File: config.mk
export PLATFORM = sky130hd
export DESIGN_NAME = a1csa_128bits
export DESIGN_NICKNAME = d
export VERILOG_FILES = /design/src/rtl/a1csa_128bits.sv
export SDC_FILE = /design/constraint.sdc
export NUM_CORES = 1
export LEC_CHECK = 0
export CAP_MARGIN = 40
export CORE_MARGIN = 5
export CORE_UTILIZATION = 50
export DETAILED_ROUTE_END_ITERATION = 10
export DONT_BUFFER_PORTS = 1
export GPL_TIMING_DRIVEN = 1
export PLACE_DENSITY = 0.73
export SLEW_MARGIN = 20
export SYNTH_ARGS = -nofsm -noshare
export SYNTH_HDL_FRONTEND = slang
export SYNTH_SLANG_ARGS = --single-unit
File: constraint.sdc
create_clock -name clk -period 6.7 [get_ports clk]
set_clock_uncertainty 0.2 [all_clocks]
set_input_delay 2.01 -clock clk [delete_from_list [all_inputs] [get_ports clk]]
set_output_delay 2.01 -clock clk [all_outputs]
set_load 0.03 [all_outputs]
File: src/rtl/a1csa_128bits.sv
// =============================================================================
// Module  : a1csa_128bits
// Brief   : Registered add-one carry-select adder, {cout, s} = a + b + cin.
// Revision: 1.0
// =============================================================================
`default_nettype none

module a1csa_128bits #(
    parameter int N   = 128,
    parameter int BLK = 8
) (
    input  logic         clk,
    input  logic         rst,
    input  logic         in_valid,
    input  logic         cin,
    input  logic [N-1:0] a,
    input  logic [N-1:0] b,
    output logic [N-1:0] s,
    output logic         cout,
    output logic         out_valid
);

    localparam int C_NBLK = N / BLK;

    // Returns {carry_out, sum} of a BLK-bit ripple-carry addition.
    function automatic logic [BLK:0] f_ripple_add(
        input logic [BLK-1:0] x,
        input logic [BLK-1:0] y,
        input logic           ci
    );
        logic           c;
        logic [BLK-1:0] sm;
        c  = ci;
        sm = '0;
        for (int k = 0; k < BLK; k++) begin
            sm[k] = x[k] ^ y[k] ^ c;
            c     = (x[k] & y[k]) | (c & (x[k] ^ y[k]));
        end
        return {c, sm};
    endfunction

    function automatic logic [BLK-1:0] f_incr(input logic [BLK-1:0] z);
        logic           c;
        logic [BLK-1:0] sm;
        c  = 1'b1;
        sm = '0;
        for (int k = 0; k < BLK; k++) begin
            sm[k] = z[k] ^ c;
            c     = c & z[k];
        end
        return sm;
    endfunction

    logic [N-1:0]    w_sum;
    logic [C_NBLK:0] w_carry;

    assign w_carry[0] = cin;

    if (N % BLK != 0) begin : g_param_check
        $error("a1csa_128bits: N (%0d) must be a multiple of BLK (%0d)", N, BLK);
    end

    for (genvar gi = 0; gi < C_NBLK; gi++) begin : g_blk
        if (gi == 0) begin : g_first
            logic [BLK:0] w_add;
            assign w_add          = f_ripple_add(a[BLK-1:0], b[BLK-1:0], w_carry[0]);
            assign w_sum[BLK-1:0] = w_add[BLK-1:0];
            assign w_carry[1]     = w_add[BLK];
        end else begin : g_upper
            logic [BLK:0]   w_z0;
            logic [BLK-1:0] w_z;
            logic [BLK-1:0] w_o;
            logic           w_kz;
            logic           w_ko;
            assign w_z0 = f_ripple_add(a[gi*BLK +: BLK], b[gi*BLK +: BLK], 1'b0);
            assign w_z  = w_z0[BLK-1:0];
            assign w_kz = w_z0[BLK];
            // Carry-in-1 result is z+1; it overflows only when z is all ones.
            assign w_o  = f_incr(w_z);
            assign w_ko = w_kz | (&w_z);
            assign w_sum[gi*BLK +: BLK] = w_carry[gi] ? w_o  : w_z;
            assign w_carry[gi+1]        = w_carry[gi] ? w_ko : w_kz;
        end
    end

    logic [N-1:0] s_q, s_d;
    logic         cout_q, cout_d;
    logic         out_valid_q, out_valid_d;

    always_comb begin
        s_d         = s_q;
        cout_d      = cout_q;
        out_valid_d = 1'b0;
        if (in_valid) begin
            s_d         = w_sum;
            cout_d      = w_carry[C_NBLK];
            out_valid_d = 1'b1;
        end
    end

    always_ff @(posedge clk) begin
        if (rst) begin
            s_q         <= '0;
            cout_q      <= 1'b0;
            out_valid_q <= 1'b0;
        end else begin
            s_q         <= s_d;
            cout_q      <= cout_d;
            out_valid_q <= out_valid_d;
        end
    end

    assign s         = s_q;
    assign cout      = cout_q;
    assign out_valid = out_valid_q;

endmodule

`default_nettype wire

-- Word-level counts from Yosys, hierarchy flattened
Index checks and enable logic that the tools add are counted.
- muxes and demuxes: 31
- bitwise operators: 820
- reductions and logical operators: 15
- operators by type and width (kind ; count):
    1-bit XOR ; 346
    1-bit bitwise AND ; 331
    1-bit bitwise OR ; 128
    8-bit two-way mux ; 15
    8-bit AND reduction ; 15
    1-bit two-way mux ; 16
    1-bit NOT ; 15
- register bits after elaboration: 130
- input bits: 260
- output and inout port bits: 130

-- Depth between registers and ports, before layout
- depth in word-level cells: 32
- mapped depth: 20
- depth with buffers taken out: 19

-- Worst setup path before layout
No wires, ideal clock.
- path type: in2reg
- start: input port a[32]
- end: register s_q[127] (netlist: s[127])
- arrival: 6900 ps
- setup slack: -491 ps
- stages: 19
- buffers on the path: 1
- cells stage by stage: ha_1 -> inv_1 -> fa_1 -> fa_1 -> fa_1 -> fa_1 -> fa_1 -> fa_1 -> inv_1 -> fa_1 -> nor4b_1 -> a31o_2 -> a2111o_1 -> o211ai_2 -> a21boi_4 -> a31oi_4 -> buf_2 -> o21ai_0 -> a311oi_1
- longest elaborated chain between the ends: 28
- elaborated cells between the ends (all ways): 37
- ends and longest elaborated chain (item ; line ; RTL):
    start, declared ; 16 ; input logic [N-1:0] a,
    1-bit bitwise AND (2 in series) ; 37 ; c = (x[k] & y[k]) | (c & (x[k] ^ y[k]));
    1-bit bitwise OR ; 37 ;
    1-bit bitwise AND ; 37 ;
    1-bit bitwise OR ; 37 ;
    1-bit bitwise AND ; 37 ;
    1-bit bitwise OR ; 37 ;
    1-bit bitwise AND ; 37 ;
    1-bit bitwise OR ; 37 ;
    1-bit bitwise AND ; 37 ;
    1-bit bitwise OR ; 37 ;
    1-bit bitwise AND ; 37 ;
    1-bit bitwise OR ; 37 ;
    1-bit XOR / 1-bit bitwise AND (equally long branches) ; 36, 37 ;
    8-bit AND reduction / 1-bit bitwise OR (equally long branches) ; 80, 37 ;
    1-bit bitwise OR ; 80 ; assign w_ko = w_kz | (&w_z);
    1-bit two-way mux (*) (11 in series) ; 82 ; assign w_carry[gi+1] = w_carry[gi] ? w_ko : w_kz;
    8-bit two-way mux (*) ; 81 ; assign w_sum[gi*BLK +: BLK] = w_carry[gi] ? w_o : w_z;
    end signal, assigned ; 103 ; s_q <= '0;
    end signal, assigned ; 107 ; s_q <= s_d;
    end, declared ; 86 ; logic [N-1:0] s_q, s_d;
Every way passes the cells marked *; elsewhere a longest branch is shown, timed or not.
A chain may end at the register's enable or synchronous reset.

-- Worst setup path after layout
- start: input port a[8]
- end: register s_q[119] (netlist: s[119])
- longest elaborated chain between the ends: 30
- elaborated cells between the ends (all ways): 39
- ends and longest elaborated chain (item ; line):
    1-bit bitwise AND (2 in series) ; 37
    1-bit bitwise OR ; 37
    1-bit bitwise AND ; 37
    1-bit bitwise OR ; 37
    1-bit bitwise AND ; 37
    1-bit bitwise OR ; 37
    1-bit bitwise AND ; 37
    1-bit bitwise OR ; 37
    1-bit bitwise AND ; 37
    1-bit bitwise OR ; 37
    1-bit bitwise AND ; 37
    1-bit bitwise OR ; 37
    1-bit XOR / 1-bit bitwise AND (equally long branches) ; 36, 37
    8-bit AND reduction / 1-bit bitwise OR (equally long branches) ; 80, 37
    1-bit bitwise OR ; 80
    1-bit two-way mux (*) (13 in series) ; 82
    8-bit two-way mux (*) ; 81
Marks and branches as above.

==> flow_summary_export.csv <==
group,metric,value,unit
placed_design,dp.final_hpwl,23000,um
routing,drt_iter0_drc,282,
clock_network,cts_root_buf,"clkbuf_16",
global_route,grt_pass1_vias,8352,
layout,antenna_cells,0,
floorplanning,die_x,157,um
synth,synthAdderAreaFrac,33.1,%
critical_path,cp_cell_sequence,"ha_1, inv_1, fa_1, fa_2, fa_2, fa_2, fa_2, fa_2, inv_2, fa_1, nor4bb_4, a211oi_2, buf_4, nor4_4, buf_4, o211ai_4, a21boi_4, buf_12, a21oi_4, buf_12, or3_1, a311oi_2",
sta,slew_viol_final,0,
layout,nets,1756,
critical_path,slowest_stage,"fa_1",
synth,synth_top_area_share,24.1,%
routing,wire_per_inst,18.4,um
routing,drc,0,
layout,layout-drive-gt1-share,13.9,%
synth,syn_inst,1247,
synth,synth-edff-count,0,
routing,routed-wl-met3,2440,um
clock_network,cts_tree,"done",
synth,synth-simple-area-share,12.2,%
routing,first_pass_iters,5,
synth,synthArstFlopShare,0,%
sta,fmax,151,MHz
sta,hold_slack,0.429,ns
synth,synth_top_cell_by_area,"dfxtp_1",
routing,wl,28700,um
sta,fin_crit_sh,98.8,%
critical_path,path_max_fanout,12,
power,leakage,6.11,nW
critical_path,cp_top_family,"adder cells",
layout,fin_util,58.7,%
sta,setup_ws,0.0827,ns
critical_path,crit_path_max_incr_delay,0.37,ns
synth,yosys_warnings,0,
synth,ys_top_cells_by_area,"dfxtp_1 24%, fa_1 21%, ha_1 12%, inv_1 10%, nor2_1 6.5%",
global_route,grt_overflow,0,
synth,synth_xor_area_share,1.78,%
clock_network,clock_path_buffers,2,
floorplanning,die_area,24600,sq um
outcome,status,"finished clean",
floorplanning,core-area,21200,sq um
routing,ant_nets,0,
routing,top_layer,"met4",
sta,hold_viol,0,
synth,synth_nets,1725,
synth,ys_ff_latch,130,
synth,syn_area,10800,sq um
clock_network,clkTransAtPathRegs,0.06,ns
clock_network,htreeDepth,4,
sta,finalSetupViolations,0,
synth,ys_types,53,
flow_run,maxCapViolCount,0,
layout,layout_commonest_cell,"inv_1",
critical_path,critPathCaptureType,"register",
synth,avgSynthCellArea,8.66,sq um
layout,final_cell_mix,"293 x inv_1, 188 x nor2_1, 130 x dfxtp_1",
synth,synth_top_family_by_area,"adder cells",
routing,wl_met2,14700,um
placed_design,io_buffers,0,
power,p_total,2.97,mW
synth,ys_seq_area_share,24.1,%
power,ir_worst_vdd,0.124,mV
clock_network,clkSinkCount,130,
synth,synth_flop_cell,"dfxtp_1",
layout,syn_to_final_growth,15.0,%
critical_path,critPathKind,"input pin to register",
global_route,grt_pass1_wl,43600,um
clock_network,clock_latency,0.41,ns
critical_path,critPathBufInv,6,
power,p_per_area,239,nW/um^2
clock_network,cts_buffers,17,
critical_path,cp-start-kind,"input pin",
critical_path,cp_common_cell,"fa_2",
routing,wl_met1,10900,um
sta,period_needed,6.62,ns
floorplanning,num_rows,53,
floorplanning,fp.dieH,157,um
synth,synthMuxAreaShare,4.03,%
synth,synth_compound_area_share,12.4,%
critical_path,worstPathRequired,6.83,ns
placed_design,gp_congestion,0.903,
critical_path,cp.arrival,6.74,ns
placed_design,place_ws,-0.541,ns
critical_path,rrSetupSlack,5.50,ns
global_route,antenna_found_initial,0,
global_route,grt_max_degree,226,
routing,dr_total_vias,8361,
floorplanning,io_pins,390,
routing,routed_via_density,5.34,
sta,worst_pin_slew,0.531,ns
sta,relSlewSlack,64.1,%
global_route,grtUsageTotal,22.5,%
hold_path,min_path_type,"register to register",
clock_network,cts_hold_buffers,0,
floorplanning,initial_core_util,51.0,%
[power by group]
| part | internal, mW | switching, mW |
|---|---|---|
| sequential | 0.861 | 0.246 |
| clock | 0.563 | 0.361 |
| combinational | 0.453 | 0.487 |
[routing by layer]
layer | track usage (%) | vias up
met5 | 0 | -
met4 | 7.23 | 0
met3 | 7.51 | 46
met2 | 39.7 | 303
met1 | 25.7 | 3956
li1 | - | 4056
[worst min-delay path: stages, from the launching register on]
cell,delay [ns]
dfxtp_1,0.41
nor2_1,0.13
a211oi_1,0.05
[sequential cells by signal, summed over array words and instances, names as in the netlist]
name,flops
cout,1
out_valid,1
s,128
[cell usage after synthesis, types with 3 or more instances]
| master | n |
|---|---|
| buf_2 | 7 |
| nor3b_1 | 6 |
| xor2_1 | 14 |
| xnor2_1 | 8 |
| nor4b_1 | 12 |
| mux2_2 | 4 |
| nor2_1 | 188 |
| dfxtp_1 | 130 |
| a311oi_1 | 5 |
| clkbuf_1 | 44 |
| a211oi_1 | 92 |
| a21oi_1 | 57 |
| or2_2 | 3 |
| nand2_1 | 29 |
| nand4_1 | 7 |
| o21ai_0 | 9 |
| ha_1 | 105 |
| buf_1 | 4 |
| inv_1 | 298 |
| nor3_1 | 19 |
| and3_1 | 5 |
| mux2i_1 | 39 |
| fa_1 | 113 |
| nor4_1 | 3 |
| a211o_1 | 4 |
[final cells by class]
type	instances	area [sq um]
clock buffer	21	460
tap	275	344
multi-input combinational	764	7210
inverter	298	1120
fill	1817	8730
clock inverter	10	110
timing repair buffer	67	576
sequential	130	2600
[what timing repair did]
item / in CTS / in global routing
gates cloned: 0 / 1
hold endpoints to repair: 0 / 0
setup buffers: 0 / 10
resized for setup: 3 / 42
pin swaps: 3 / 22
setup endpoints to repair: 9 / 73
[stage by stage]
step,setup TNS (ns),std cells,cell area (sq um)
after global placement,-18.69,1521,11500
after CTS,0,1553,12100
after global routing,-0.405,1565,12400
after floorplan,-1.37,1247,11000
final,0,1565,12400
after detailed placement,-30.09,1522,11500
[kinds of logic (layout without fill, tap and decap cells)]
logic type / Yosys count / in the layout
buf+inv: 354 / 396
simple gates: 290 / 290
fa+ha+maj: 218 / 218
compound gates: 190 / 191
flops: 130 / 130
mux: 43 / 43
xor+xnor: 22 / 22
[path summary, 6_finish.rpt]
| kind | startpoint | endpoint | cells past startpoint |
|---|---|---|---|
| setup / recovery | a[8] | s[119] | 22 |
| hold / removal | s[105] | s[105] | 2 |
| setup reg to reg | s[115] | s[115] | 2 |
| hold reg to reg | s[105] | s[105] | 2 |
Power figures use the tool's default switching activity.
